[src/rtl/inst_encoder_if.sv]
// Request/response bundle for the RV32I instruction encoder.
// The slave modport is the encoder's view; the master modport is the requester/consumer view.
interface inst_encoder_if #(
    parameter int unsigned CNT_W = 8
);
    logic             in_valid;
    logic             in_ready;
    logic [6:0]       in_opcode;
    logic [4:0]       in_rd;
    logic [4:0]       in_rs1;
    logic [4:0]       in_rs2;
    logic [2:0]       in_funct3;
    logic [6:0]       in_funct7;
    logic [11:0]      in_csr_addr;
    logic [31:0]      in_imm;
    logic             out_valid;
    logic             out_ready;
    logic [31:0]      out_inst;
    logic             out_last;
    logic             out_err;
    logic [CNT_W-1:0] err_cnt;

    modport master (
        output in_valid, in_opcode, in_rd, in_rs1, in_rs2, in_funct3, in_funct7,
               in_csr_addr, in_imm, out_ready,
        input  in_ready, out_valid, out_inst, out_last, out_err, err_cnt
    );

    modport slave (
        input  in_valid, in_opcode, in_rd, in_rs1, in_rs2, in_funct3, in_funct7,
               in_csr_addr, in_imm, out_ready,
        output in_ready, out_valid, out_inst, out_last, out_err, err_cnt
    );
endinterface

[src/rtl/inst_encoder.sv]
// Packs decoded RV32I fields and an architectural immediate into an instruction word.
// Out-of-range x0-based ADDI expands into LUI+ADDI; unencodable requests emit a flagged NOP.
module inst_encoder #(
    parameter int unsigned CNT_W = 8
) (
    input logic           clk,
    input logic           rst_n,
    inst_encoder_if.slave bus
);
    localparam logic [6:0] OpImm    = 7'b0010011;
    localparam logic [6:0] OpLoad   = 7'b0000011;
    localparam logic [6:0] OpJalr   = 7'b1100111;
    localparam logic [6:0] OpStore  = 7'b0100011;
    localparam logic [6:0] OpBranch = 7'b1100011;
    localparam logic [6:0] OpLui    = 7'b0110111;
    localparam logic [6:0] OpAuipc  = 7'b0010111;
    localparam logic [6:0] OpJal    = 7'b1101111;
    localparam logic [6:0] OpSystem = 7'b1110011;
    localparam logic [6:0] OpReg    = 7'b0110011;
    localparam logic [31:0] Nop     = 32'h0000_0013;

    typedef enum logic [0:0] {StIdle, StExp2} state_e;

    state_e           state_q;
    logic             out_valid_q, out_last_q, out_err_q;
    logic [31:0]      out_inst_q, pend_q;
    logic [CNT_W-1:0] err_cnt_q;

    logic [31:0] imm, enc, word2;
    logic [19:0] hi;
    logic [6:0]  op;
    logic [4:0]  rd, rs1, rs2;
    logic [2:0]  f3;
    logic        expand, err, sext12, sext13, sext21, in_ready, accept;

    always_comb begin
        imm    = bus.in_imm;
        op     = bus.in_opcode;
        rd     = bus.in_rd;
        rs1    = bus.in_rs1;
        rs2    = bus.in_rs2;
        f3     = bus.in_funct3;
        enc    = Nop;
        word2  = '0;
        expand = 1'b0;
        err    = 1'b0;
        sext12 = (&imm[31:11]) | ~(|imm[31:11]);
        sext13 = (&imm[31:12]) | ~(|imm[31:12]);
        sext21 = (&imm[31:20]) | ~(|imm[31:20]);
        // Round the upper part so the sign-extended ADDI low half lands back on imm.
        hi     = imm[31:12] + {19'd0, imm[11]};
        case (op)
            OpImm, OpLoad, OpJalr: begin
                if (sext12) begin
                    enc = {imm[11:0], rs1, f3, rd, op};
                end else if (op == OpImm && f3 == 3'b000 && rs1 == 5'd0) begin
                    expand = 1'b1;
                    enc    = {hi, rd, OpLui};
                    word2  = {imm[11:0], rd, 3'b000, rd, OpImm};
                end else begin
                    err = 1'b1;
                end
            end
            OpStore: begin
                if (sext12) enc = {imm[11:5], rs2, rs1, f3, imm[4:0], op};
                else        err = 1'b1;
            end
            OpBranch: begin
                if (sext13 && !imm[0]) begin
                    enc = {imm[12], imm[10:5], rs2, rs1, f3, imm[4:1], imm[11], op};
                end else begin
                    err = 1'b1;
                end
            end
            OpLui, OpAuipc: begin
                if (imm[11:0] == 12'd0) enc = {imm[31:12], rd, op};
                else                    err = 1'b1;
            end
            OpJal: begin
                if (sext21 && !imm[0]) enc = {imm[20], imm[10:1], imm[11], imm[19:12], rd, op};
                else                   err = 1'b1;
            end
            OpSystem: begin
                if (!f3[2])                   enc = {bus.in_csr_addr, rs1, f3, rd, op};
                else if (imm[31:5] == 27'd0)  enc = {bus.in_csr_addr, imm[4:0], f3, rd, op};
                else                          err = 1'b1;
            end
            OpReg:   enc = {bus.in_funct7, rs2, rs1, f3, rd, op};
            default: err = 1'b1;
        endcase
    end

    always_comb begin
        in_ready = (state_q == StIdle) && (!out_valid_q || bus.out_ready);
        accept   = bus.in_valid && in_ready;
    end

    always_ff @(posedge clk or negedge rst_n) begin
        if (!rst_n) begin
            state_q     <= StIdle;
            out_valid_q <= 1'b0;
            out_inst_q  <= '0;
            out_last_q  <= 1'b0;
            out_err_q   <= 1'b0;
            pend_q      <= '0;
            err_cnt_q   <= '0;
        end else begin
            case (state_q)
                StIdle: begin
                    if (accept) begin
                        out_valid_q <= 1'b1;
                        out_inst_q  <= enc;
                        out_last_q  <= !expand;
                        out_err_q   <= err;
                        if (expand) begin
                            pend_q  <= word2;
                            state_q <= StExp2;
                        end
                        if (err && err_cnt_q != '1) err_cnt_q <= err_cnt_q + CNT_W'(1);
                    end else if (bus.out_ready) begin
                        out_valid_q <= 1'b0;
                    end
                end
                StExp2: begin
                    // Word 1 is always valid here; its consumption promotes word 2.
                    if (bus.out_ready) begin
                        out_inst_q <= pend_q;
                        out_last_q <= 1'b1;
                        out_err_q  <= 1'b0;
                        pend_q     <= '0;
                        state_q    <= StIdle;
                    end
                end
                default: state_q <= StIdle;
            endcase
        end
    end

    assign bus.in_ready  = in_ready;
    assign bus.out_valid = out_valid_q;
    assign bus.out_inst  = out_inst_q;
    assign bus.out_last  = out_last_q;
    assign bus.out_err   = out_err_q;
    assign bus.err_cnt   = err_cnt_q;
endmodule
[src/flat_wrapper.sv]
// flat-port wrapper written by rule: the top's interface ports become plain ports
module inst_encoder_flat 
#(
    parameter int unsigned CNT_W = 8
)
  (clk, rst_n, bus_in_valid, bus_in_opcode, bus_in_rd, bus_in_rs1, bus_in_rs2, bus_in_funct3, bus_in_funct7, bus_in_csr_addr, bus_in_imm, bus_out_ready, bus_in_ready, bus_out_valid, bus_out_inst, bus_out_last, bus_out_err, bus_err_cnt);
  inst_encoder_if #(.CNT_W(CNT_W)) bus_i ();
  input logic clk;
  input logic rst_n;
  input wire logic [$bits(bus_i.in_valid)-1:0] bus_in_valid;
  input wire logic [$bits(bus_i.in_opcode)-1:0] bus_in_opcode;
  input wire logic [$bits(bus_i.in_rd)-1:0] bus_in_rd;
  input wire logic [$bits(bus_i.in_rs1)-1:0] bus_in_rs1;
  input wire logic [$bits(bus_i.in_rs2)-1:0] bus_in_rs2;
  input wire logic [$bits(bus_i.in_funct3)-1:0] bus_in_funct3;
  input wire logic [$bits(bus_i.in_funct7)-1:0] bus_in_funct7;
  input wire logic [$bits(bus_i.in_csr_addr)-1:0] bus_in_csr_addr;
  input wire logic [$bits(bus_i.in_imm)-1:0] bus_in_imm;
  input wire logic [$bits(bus_i.out_ready)-1:0] bus_out_ready;
  output wire logic [$bits(bus_i.in_ready)-1:0] bus_in_ready;
  output wire logic [$bits(bus_i.out_valid)-1:0] bus_out_valid;
  output wire logic [$bits(bus_i.out_inst)-1:0] bus_out_inst;
  output wire logic [$bits(bus_i.out_last)-1:0] bus_out_last;
  output wire logic [$bits(bus_i.out_err)-1:0] bus_out_err;
  output wire logic [$bits(bus_i.err_cnt)-1:0] bus_err_cnt;
  assign bus_i.in_valid = bus_in_valid;
  assign bus_i.in_opcode = bus_in_opcode;
  assign bus_i.in_rd = bus_in_rd;
  assign bus_i.in_rs1 = bus_in_rs1;
  assign bus_i.in_rs2 = bus_in_rs2;
  assign bus_i.in_funct3 = bus_in_funct3;
  assign bus_i.in_funct7 = bus_in_funct7;
  assign bus_i.in_csr_addr = bus_in_csr_addr;
  assign bus_i.in_imm = bus_in_imm;
  assign bus_i.out_ready = bus_out_ready;
  assign bus_in_ready = bus_i.in_ready;
  assign bus_out_valid = bus_i.out_valid;
  assign bus_out_inst = bus_i.out_inst;
  assign bus_out_last = bus_i.out_last;
  assign bus_out_err = bus_i.out_err;
  assign bus_err_cnt = bus_i.err_cnt;
  inst_encoder #(.CNT_W(CNT_W)) u_core (.clk(clk), .rst_n(rst_n), .bus(bus_i));
endmodule
[config.mk]
export PLATFORM = sky130hd
export DESIGN_NAME = inst_encoder_flat
export DESIGN_NICKNAME = d
export VERILOG_FILES = /design/src/rtl/inst_encoder_if.sv /design/src/rtl/inst_encoder.sv /design/src/flat_wrapper.sv
export SDC_FILE = /design/constraint.sdc
export NUM_CORES = 1
export LEC_CHECK = 0
export CAP_MARGIN = 20
export CORE_ASPECT_RATIO = 0.8
export CORE_MARGIN = 8
export CORE_UTILIZATION = 40
export DETAILED_ROUTE_END_ITERATION = 10
export PLACE_DENSITY_LB_ADDON = 0.05
export SYNTH_ARGS = -nofsm -noshare
export SYNTH_HDL_FRONTEND = slang
export SYNTH_SLANG_ARGS = --single-unit
[constraint.sdc]
create_clock -name clk -period 1.8 [get_ports clk]
set_input_delay 0.27 -clock clk [delete_from_list [all_inputs] [get_ports clk]]
set_output_delay 0.27 -clock clk [all_outputs]
set_load 0.03 [all_outputs]
## Word-level counts from Yosys, hierarchy flattened

Cells that the tools add are included.

- Add/subtract/negate cells: 2
- Reduce and logical (&&, ||, !) cells: 28
- Muxes and demuxes: 42
- Bitwise logic cells: 7
- Eq/ne operators: 14

Operator list:

| cell | count |
|---|---|
| $mux W32 | 16 |
| $pmux W32 S7 | 1 |
| $pmux W32 S2 | 2 |
| $eq A7 B7 Y1 const B | 4 |
| $logic_not A27 Y1 | 1 |
| $eq A7 B6 Y1 const B | 3 |
| $reduce_and A21 Y1 | 1 |
| $reduce_or A21 Y1 | 1 |
| $add A20 B1 Y20 | 1 |
| $reduce_and A20 Y1 | 1 |
| $reduce_or A20 Y1 | 1 |
| $mux W1 | 19 |
| $eq A7 B5 Y1 const B | 2 |
| $logic_not A12 Y1 | 1 |
| $reduce_and A12 Y1 | 1 |
| $reduce_or A12 Y1 | 1 |
| $add A8 B1 Y8 const B | 1 |
| $ne A8 B8 Y1 const B | 1 |
| $eq A7 B2 Y1 const B | 1 |
| $logic_and A1 B1 Y1 | 7 |
| $pmux W1 S7 | 1 |
| $pmux W1 S2 | 3 |
| $reduce_and A3 Y1 | 2 |
| $logic_not A5 Y1 | 1 |
| other kinds (11) | 20 |

- Bits of input ports: 80
- Output and inout port bits: 44
- Bits in registers: 76

## Depth between registers and ports, before layout

Gate-level depths: netlist of the first run.

- Depth in word-level cells: 9
- Mapped depth: 11

## Worst setup path before layout of the first run

No wires, ideal clock.

- Kind: input-to-reg
- Start point: input port bus_in_imm[28]
- End point: register u_core.err_cnt_q[1] (netlist: u_core.bus.err_cnt[1])
- Data required time: 1.672 ns
- Data arrival time: 2.374 ns
- Slack: -0.701 ns
- Stages on the path: 8
- Setup time: 0.128 ns
- Buffers on the path: 1
- Path through: buf_2 > nor4_4 > nand4_2 > or3_4 > and3_1 > a211o_1 > o21ai_2 > mux2_1

- Cells in the longest elaborated chain, start to end: 8
- Elaborated cells between the ends (all ways): 24
- Those cells by class: mux (7); bitwise (6); reduce/logical (11)

Ends and longest elaborated chain:

| element | line | RTL |
|---|---|---|
| start, declared | flat_wrapper.sv:18 | `input wire logic [$bits(bus_i.in_imm)-1:0] bus_in_imm;` |
| $reduce_or A20 Y1 or $reduce_or A12 Y1 (tied branches) | inst_encoder.sv:48, inst_encoder.sv:49 |  |
| $not A1 Y1 (on tied branches) | inst_encoder.sv:48, inst_encoder.sv:49 |  |
| $or A1 B1 Y1 (on tied branches) | inst_encoder.sv:48, inst_encoder.sv:49 |  |
| $logic_and A1 B1 Y1 (on tied branches) | inst_encoder.sv:69, inst_encoder.sv:80 |  |
| $mux W1 (on tied branches) | inst_encoder.sv:69, inst_encoder.sv:80 |  |
| $pmux W1 S7 (*) | inst_encoder.sv:52 | `case (op)` |
| $logic_and A1 B1 Y1 (*) | inst_encoder.sv:119 | `if (err && err_cnt_q != '1) err_cnt_q <= err_cnt_q + CNT_W'(1);` |
| $reduce_and A3 Y1 (no line) (*) | -- |  |
| end signal, assigned | inst_encoder.sv:119 |  |
| end, declared | inst_encoder.sv:27 | `logic [CNT_W-1:0] err_cnt_q;` |

Mark *: on every way between the ends. The rest lies on a longest branch, timed or not.
A chain may end at the register's enable or synchronous reset.

## Worst setup path after layout of the first run

- Start point: input port bus_in_rs1[4]
- End point: register u_core.err_cnt_q[1] (netlist: u_core.bus.err_cnt[1])

- Cells in the longest elaborated chain, start to end: 7

Ends and longest elaborated chain:

| element | line | RTL |
|---|---|---|
| start, declared | flat_wrapper.sv:13 | `input wire logic [$bits(bus_i.in_rs1)-1:0] bus_in_rs1;` |
| $logic_not A5 Y1 | inst_encoder.sv:56 | `end else if (op == OpImm && f3 == 3'b000 && rs1 == 5'd0) begin` |
| $logic_and A1 B1 Y1 | inst_encoder.sv:56 |  |
| $mux W1 | inst_encoder.sv:56 |  |
| $mux W1 | inst_encoder.sv:54 | `if (sext12) begin` |
| $pmux W1 S7 | inst_encoder.sv:52 |  |
| $logic_and A1 B1 Y1 | inst_encoder.sv:119 |  |
| $reduce_and A3 Y1 (no line) | -- |  |

Every way passes these cells.

==> results of run 1 <==
==> per-stage QoR <==
stage | hold WS, ps | area (µm²) | total power (W) | utilization [%]
finish | 182 | 8500 | 0.00488 | 84.1
global route | 190 | 8500 | 0.00502 | 84.1
CTS | 180 | 8180 | 0.00478 | 80.8
detailed placement | 300 | 6900 | 0.00299 | 68.2
global placement | 302 | 6900 | 0.00295 | 68.2
floorplan | -25.6 | 4220 | 0.00217 | -
==> power by group through the flow <==
stage,Sequential (W),Combinational (W),Clock (W)
floorplan,0.00186,0.000305,0
finish,0.00165,0.00147,0.00177
CTS,0.00163,0.00140,0.00175
global route,0.00166,0.00154,0.00182
global placement,0.00164,0.00130,0
detailed placement,0.00166,0.00133,0
==> placed cells by master (no fill, tap or decap), types with 7 or more instances in the layout <==
cell type | synthesis | layout
buf_2 | 4 | 16
nor2_1 | 37 | 25
a22o_1 | 10 | 10
nand2_2 | 0 | 10
inv_1 | 16 | 13
o21ai_0 | 42 | 9
a21oi_1 | 20 | 13
a21oi_2 | 0 | 7
o21ai_1 | 0 | 15
nand3_1 | 21 | 18
buf_4 | 0 | 186
buf_6 | 0 | 52
xor2_1 | 8 | 8
a221o_1 | 13 | 13
nand2_4 | 0 | 16
o21ai_2 | 1 | 17
clkdlybuf4s50_1 | 0 | 74
dfrtp_1 | 62 | 62
nor3_1 | 15 | 9
xnor2_1 | 9 | 9
nand4_1 | 10 | 10
clkdlybuf4s15_1 | 0 | 8
nand2_1 | 81 | 55
clkbuf_16 | 0 | 9
==> metal layers <==
metal,vias up,part of all wire (%),GRT usage [%]
met3,109,10,7.80
met2,410,45,49.7
met1,2991,40,40.2
met5,-,0,0
met4,0,5.0,11.5
li1,2590,-,-
==> flip-flops by register name, indices dropped and copies added, names as in the netlist <==
signal / count
u_core.state_q: 1
u_core.bus.out_inst: 32
u_core.pend_q: 18
u_core.bus.out_err: 1
u_core.bus.out_last: 1
u_core.bus.err_cnt: 8
u_core.bus.out_valid: 1
==> cell type report <==
class / count / area, µm² / area share (%)
inverters: 16 / 62.6 / 0.736
flip-flops and latches: 62 / 1550 / 18.2
multi-input cells: 393 / 3180 / 37.3
clock buffers: 11 / 243 / 2.85
well taps: 140 / 175 / 2.06
repair buffers: 363 / 3240 / 38.1
clock inverters: 5 / 58.8 / 0.691
==> cell families after synthesis <==
family          share of synthesized area, %
simple gates                            25.9
compound gates                          27.0
flops                                   37.9
buf+inv                                 4.07
xor+xnor                                3.64
fa+ha+maj                               1.22
mux                                    0.275
==> how the worst max path moves through the flow <==
stage / start / end / slack (ps)
final: bus_in_rs1[4] / u_core.bus.err_cnt[1]$_DFFE_PN0P_ / -470
after floorplan: bus_in_imm[29] / u_core.bus.err_cnt[2]$_DFFE_PN0P_ / -510
after CTS: bus_in_imm[25] / u_core.bus.err_cnt[7]$_DFFE_PN0P_ / -430
after detailed placement: bus_in_imm[9] / u_core.bus.err_cnt[1]$_DFFE_PN0P_ / -1270
after global routing: bus_in_rs1[4] / u_core.bus.err_cnt[1]$_DFFE_PN0P_ / -540
after global placement: bus_in_imm[9] / u_core.bus.err_cnt[1]$_DFFE_PN0P_ / -1280
==> timing repair <==
item / in CTS / in global routing
resized for setup: 319 / 81
setup buffers: 42 / 12
pin swaps: 87 / 58
endpoints found under the setup margin: 59 / 59
hold endpoints to repair: 62 / 0
gates cloned: 4 / 0
hold buffers: 1 / 0
==> worst register-to-register path, cell delays in order (launching register included) <==
cell and delay [ps]:
dfrtp_1 400, buf_4 160, buf_4 140, a21oi_2 130, nand2_1 110, a31oi_1 170, buf_4 160, o21ai_4 90
nor3_1 300, xor2_1 200
==> impl_metrics.toml, run 1 <==
[run_status]
status = "finished, violations left"
violations = "setup timing"

[floorplanning]
die_y_um = 106
start_util_pct = 40.5
rows = 33
dieArea_um2 = 13700
fp.coreArea_um2 = 10100
ioPinCount = 124
die_w_um = 129

[yosys]
synth_cells = 498
ys_ff_latch = 62
synthTopCellsByCount = "nand2_1, dfrtp_1, o21ai_0"
synthesis.area_um2 = 4090
yosys.cell_types.count = 58
synth_area_leader_cell = "dfrtp_1"
synth.most_common_cell = "nand2_1"
syn-num-nets = 582
synth_top_area_share_pct = 37.9
yosysSeqAreaShare_pct = 37.9
synth-async-reset-ratio_pct = 100
yosys_warnings = 0
avgSynthCellArea_um2 = 8.22
synthTopCellsByArea = "dfrtp_1, nand2_1, o21ai_0"
synth-edff-count = 0
ys_dominant_reg_cell = "dfrtp_1"

[placed_design]
io_buffers = 123
gp_congestion = 0.966
dp.cells = 919
place_ws_ps = -1270
hpwl_um = 15300

[sta]
rsz0062_at_grt = "yes"
setup_ws_ps = -467
fmax_mhz = 441
min_period_ps = 2270
hold_violations = 0
slew_headroom_pct = 66.0
finalSetupViolations = 58
tns_ps = -15660
drv_slew = 0
min_period_over_period_pct = 126
finClkSkew_ps = 3.95
worst_pin_slew_ps = 510

[power]
clockPowerShare_pct = 36.2
sw_frac_of_total_pct = 32.5
p_leak_nw = 3.82
power_frac_seq_pct = 33.8
pwr_density_cell_nw_per_um2 = 574
power.net_switching_w = 0.00158
p_int_w = 0.00330
power_frac_comb_pct = 30.0
peakVddDrop_uv = 503

[setup_path]
critPathMaxStageDelay_ps = 580
rr_startpoint = "u_core.state_q$_DFF_PN0_"
slowest_stage = "or4_4"
r2r_slack_ps = -150
cp_num_buf_inv = 2
worstReg2RegEnd = "u_core.bus.err_cnt[5]$_DFFE_PN0P_"
critical-path-top-delay-family = "simple AND/OR/NAND/NOR gates"
crit_path_end_kind = "flop"
reg2reg_depth = 9
path_depth = 9
required_ps = 2010
worstPathArrival_ps = 2480
crit_type = "input pin to flop"
cp_cell_sequence = "clkdlybuf4s15_1 > or4_4 > nor3_4 > buf_4 > o21ai_0 > a21oi_1 > o311ai_2 > o21ai_4 > mux2_4"
crit_path_max_fanout = 7
critPathLaunchType = "input pin"

[clock_network]
cts_htree_levels = 3
insertion_delay_ps = 330
clockRootBuffer = "clkbuf_16"
numCtsBuffers = 9
clk_pin_slew_worst_paths_ps = 60
cts_buffer_depth = 2
cts_num_sinks = 62
cts_tree = "built"

[detailed_routing]
drc_errors = 0
dr_total_vias = 6100
ant_nets = 0
dr.first_iter.drc_count = 659
wl_per_cell_um = 23.0
routed_wl_um = 22800
dr.pass1.iters = 5
vias_per_cell = 6.16

[hold_path]
min-delay-start = "bus_in_funct3[1]"
hp-class = "input pin to flop"
holdPathEnd = "u_core.bus.out_inst[13]$_DFFE_PN0P_"
holdPathStages = 2

[global_routing]
grt_pass1_vias = 6019
grt_overflow = 0
grt_pass1_wl_um = 33100
antenna_found_initial = 0
grt_max_degree = 63
grt_util_all_layers_pct = 31.2

[finish]
area_growth_pct = 108
nFillCells = 547
nNetsFinal = 929
drive_above_1_share_pct = 50.7
fin_cells = 990
n_antenna_cell = 0

[job]
cap_violations = 0
No activity file was read; power rests on OpenSTA's default activity.
==> run 2: changes to the inputs <==
--- a/config.mk
+++ b/config.mk
@@ -8,7 +8,7 @@
 export CAP_MARGIN = 20
 export CORE_ASPECT_RATIO = 0.8
 export CORE_MARGIN = 8
-export CORE_UTILIZATION = 40
+export CORE_UTILIZATION = 48
 export DETAILED_ROUTE_END_ITERATION = 10
 export PLACE_DENSITY_LB_ADDON = 0.05
 export SYNTH_ARGS = -nofsm -noshare
==> constraint.sdc (replaced) <==
create_clock -name clk -period 2.42 [get_ports clk]
set_input_delay 0.363 -clock clk [delete_from_list [all_inputs] [get_ports clk]]
set_output_delay 0.363 -clock clk [all_outputs]
set_load 0.03 [all_outputs]
==> run 2 against run 1 <==
Highest routed layer unchanged. Sequential power shrank 26%. Sequential share of layout area grew 3.5 points. The flow still finishes with violations (setup timing). Cell count shrank 9.5%. Critical path type unchanged. Die area shrank 14%.
==> impl_metrics.toml, run 2 (synthesis gave the netlist of run 1 again) <==
[run_status]
status = "finished, violations left"
violations = "setup timing"

[job]
cap_violations = 0

[clock_network]
ctsHoldBuffers = 0
cts_num_sinks = 62
clk_pin_slew_worst_paths_ps = 80
cts_htree_levels = 3
clockRootBuffer = "clkbuf_8"
cts_buffer_depth = 2
cts_tree = "built"
numCtsBuffers = 9
insertion_delay_ps = 360

[setup_path]
worstPathArrival_ps = 2680
crit_path_max_fanout = 4
critPathLaunchType = "input pin"
cp_cell_sequence = "dlygate4sd2_1 > nor4_4 > buf_4 > nand4_1 > nor4b_2 > buf_4 > buf_4 > buf_4 > a22oi_1 > o311ai_0 > a221oi_1 > o21ai_0"
r2r_slack_ps = 220
crit_path_end_kind = "flop"
worstReg2RegEnd = "u_core.bus.out_inst[31]$_DFFE_PN0P_"
rr_startpoint = "u_core.state_q$_DFF_PN0_"
required_ps = 2680
crit_type = "input pin to flop"
critPathMaxStageDelay_ps = 370
slowest_stage = "nor4b_2"
reg2reg_depth = 9
cp_num_buf_inv = 5
critical-path-top-delay-family = "simple AND/OR/NAND/NOR gates"
cpMostUsedCell = "buf_4"

[placed_design]
hpwl_um = 14600
io_buffers = 123
gp_congestion = 1.04
place_area_um2 = 6530

[global_routing]
grt_util_all_layers_pct = 32.7
grt_max_degree = 63
antenna_found_initial = 0
grt_pass1_vias = 5597
grt_pass1_wl_um = 30600
grt_overflow = 0

[floorplanning]
fp.coreArea_um2 = 8370
rows = 30
dieArea_um2 = 11800
start_util_pct = 48.9
die_y_um = 98.6
die_w_um = 119
ioPinCount = 124

[detailed_routing]
drc_errors = 0
dr.first_iter.drc_count = 811
routed_wl_um = 20200
ant_nets = 0
vias_per_cell = 6.45
dr_total_vias = 5777
dr.pass1.iters = 6
wl_per_cell_um = 22.6

[sta]
worst_pin_slew_ps = 684
min_period_over_period_pct = 100
hold_violations = 0
finalSetupViolations = 1
setup_ws_ps = -1.80
slew_headroom_pct = 54.3
fmax_mhz = 413
finClkSkew_ps = 6.57
min_period_ps = 2420
tns_ps = -1.80
drv_slew = 0
rsz0062_at_grt = "yes"

[finish]
area_growth_pct = 74.7
final_common_cell = "buf_4"
fin_area_um2 = 7150
n_antenna_cell = 0
drive_above_1_share_pct = 33.3
nNetsFinal = 863
largest_reg_flops = 32
layout_common_cells = "buf_4, clkdlybuf4s50_1, nand2_1, dfrtp_1, o21ai_0"

[power]
p_total_w = 0.00318
pwr_density_cell_nw_per_um2 = 445
p_leak_nw = 3.17
peakVddDrop_uv = 595

[hold_path]
hp-class = "input pin to async pin"
## run 2: changes by cell type in the layout (fill, tap and decap cells not counted), moves of 9 or more
cell             before  now
clkbuf_16             9    0
o21ai_2              17    1
clkdlybuf4s50_1      74   86
dlygate4sd2_1         6   15
buf_6                52   11
o21ai_0               9   34
buf_4               186  162
nand2_4              16    0
buf_2                16    1
nand2_1              55   79
## run 2: timing repair
action                                  4_1_cts  5_1_grt
pin swaps                                    21       35
endpoints found under the setup margin       39       52
buffers inserted                             13       15
gates resized for setup                      66       67
## run 2: metal layers
metal,global-route usage (%),wire length [µm]
met1,41.2,7610
met2,51.8,9080
met3,8.29,2440
met4,14.8,1090
met5,0,0
## run 2: where the power goes
group	internal [W]	switching [W]	leakage [nW]
sequential	0.00112	0.000103	0.820
clock	0.000489	0.000487	0.0980
combinational	0.000454	0.000527	2.25
total	0.00206	0.00112	3.17
## run 2: worst register-to-register path: stages (launching register included)
cell and delay [ps]:
dfrtp_1 530, nor2_1 220, nor2_1 60, a21oi_1 120, buf_4 240, nand2_1 130
a21o_1 190, a221o_1 260, a221oi_1 220, a21oi_1 120
## run 2: cell type report
class / count / area [µm²]
Clock inverter: 7 / 82.6
Inverter: 16 / 60.1
Multi-Input combinational cell: 393 / 2670
Fill cell: 474 / 1220
Clock buffer: 9 / 124
Sequential cell: 62 / 1550
Tap cell: 112 / 140
Timing Repair Buffer: 297 / 2520
## run 2: worst max path at each step
stage	from	to	slack, ps	cells past startpoint
floorplan	bus_in_imm[29]	u_core.bus.err_cnt[2]$_DFFE_PN0P_	20	9
global placement	bus_in_imm[22]	u_core.bus.out_inst[19]$_DFFE_PN0P_	-1110	11
detailed placement	bus_in_imm[22]	u_core.bus.err_cnt[1]$_DFFE_PN0P_	-1050	9
CTS	bus_in_funct3[1]	u_core.bus.out_inst[14]$_DFFE_PN0P_	8	10
global route	bus_in_imm[10]	u_core.bus.out_inst[28]$_DFFE_PN0P_	-60	13
finish	bus_in_imm[10]	u_core.bus.out_inst[20]$_DFFE_PN0P_	-2	12
## run 2: metrics by stage
| stage | hold WS (ps) | instances | util (%) | setup slack [ps] |
|---|---|---|---|---|
| after floorplan | 67.4 | 498 | - | 17.2 |
| after global placement | 390 | 854 | 78.0 | -1110 |
| after detailed placement | 390 | 854 | 78.0 | -1050 |
| after CTS | 29.2 | 882 | 83.0 | 8.16 |
| after global routing | 49.1 | 896 | 85.4 | -58.8 |
| final | 6.88 | 896 | 85.4 | -1.80 |
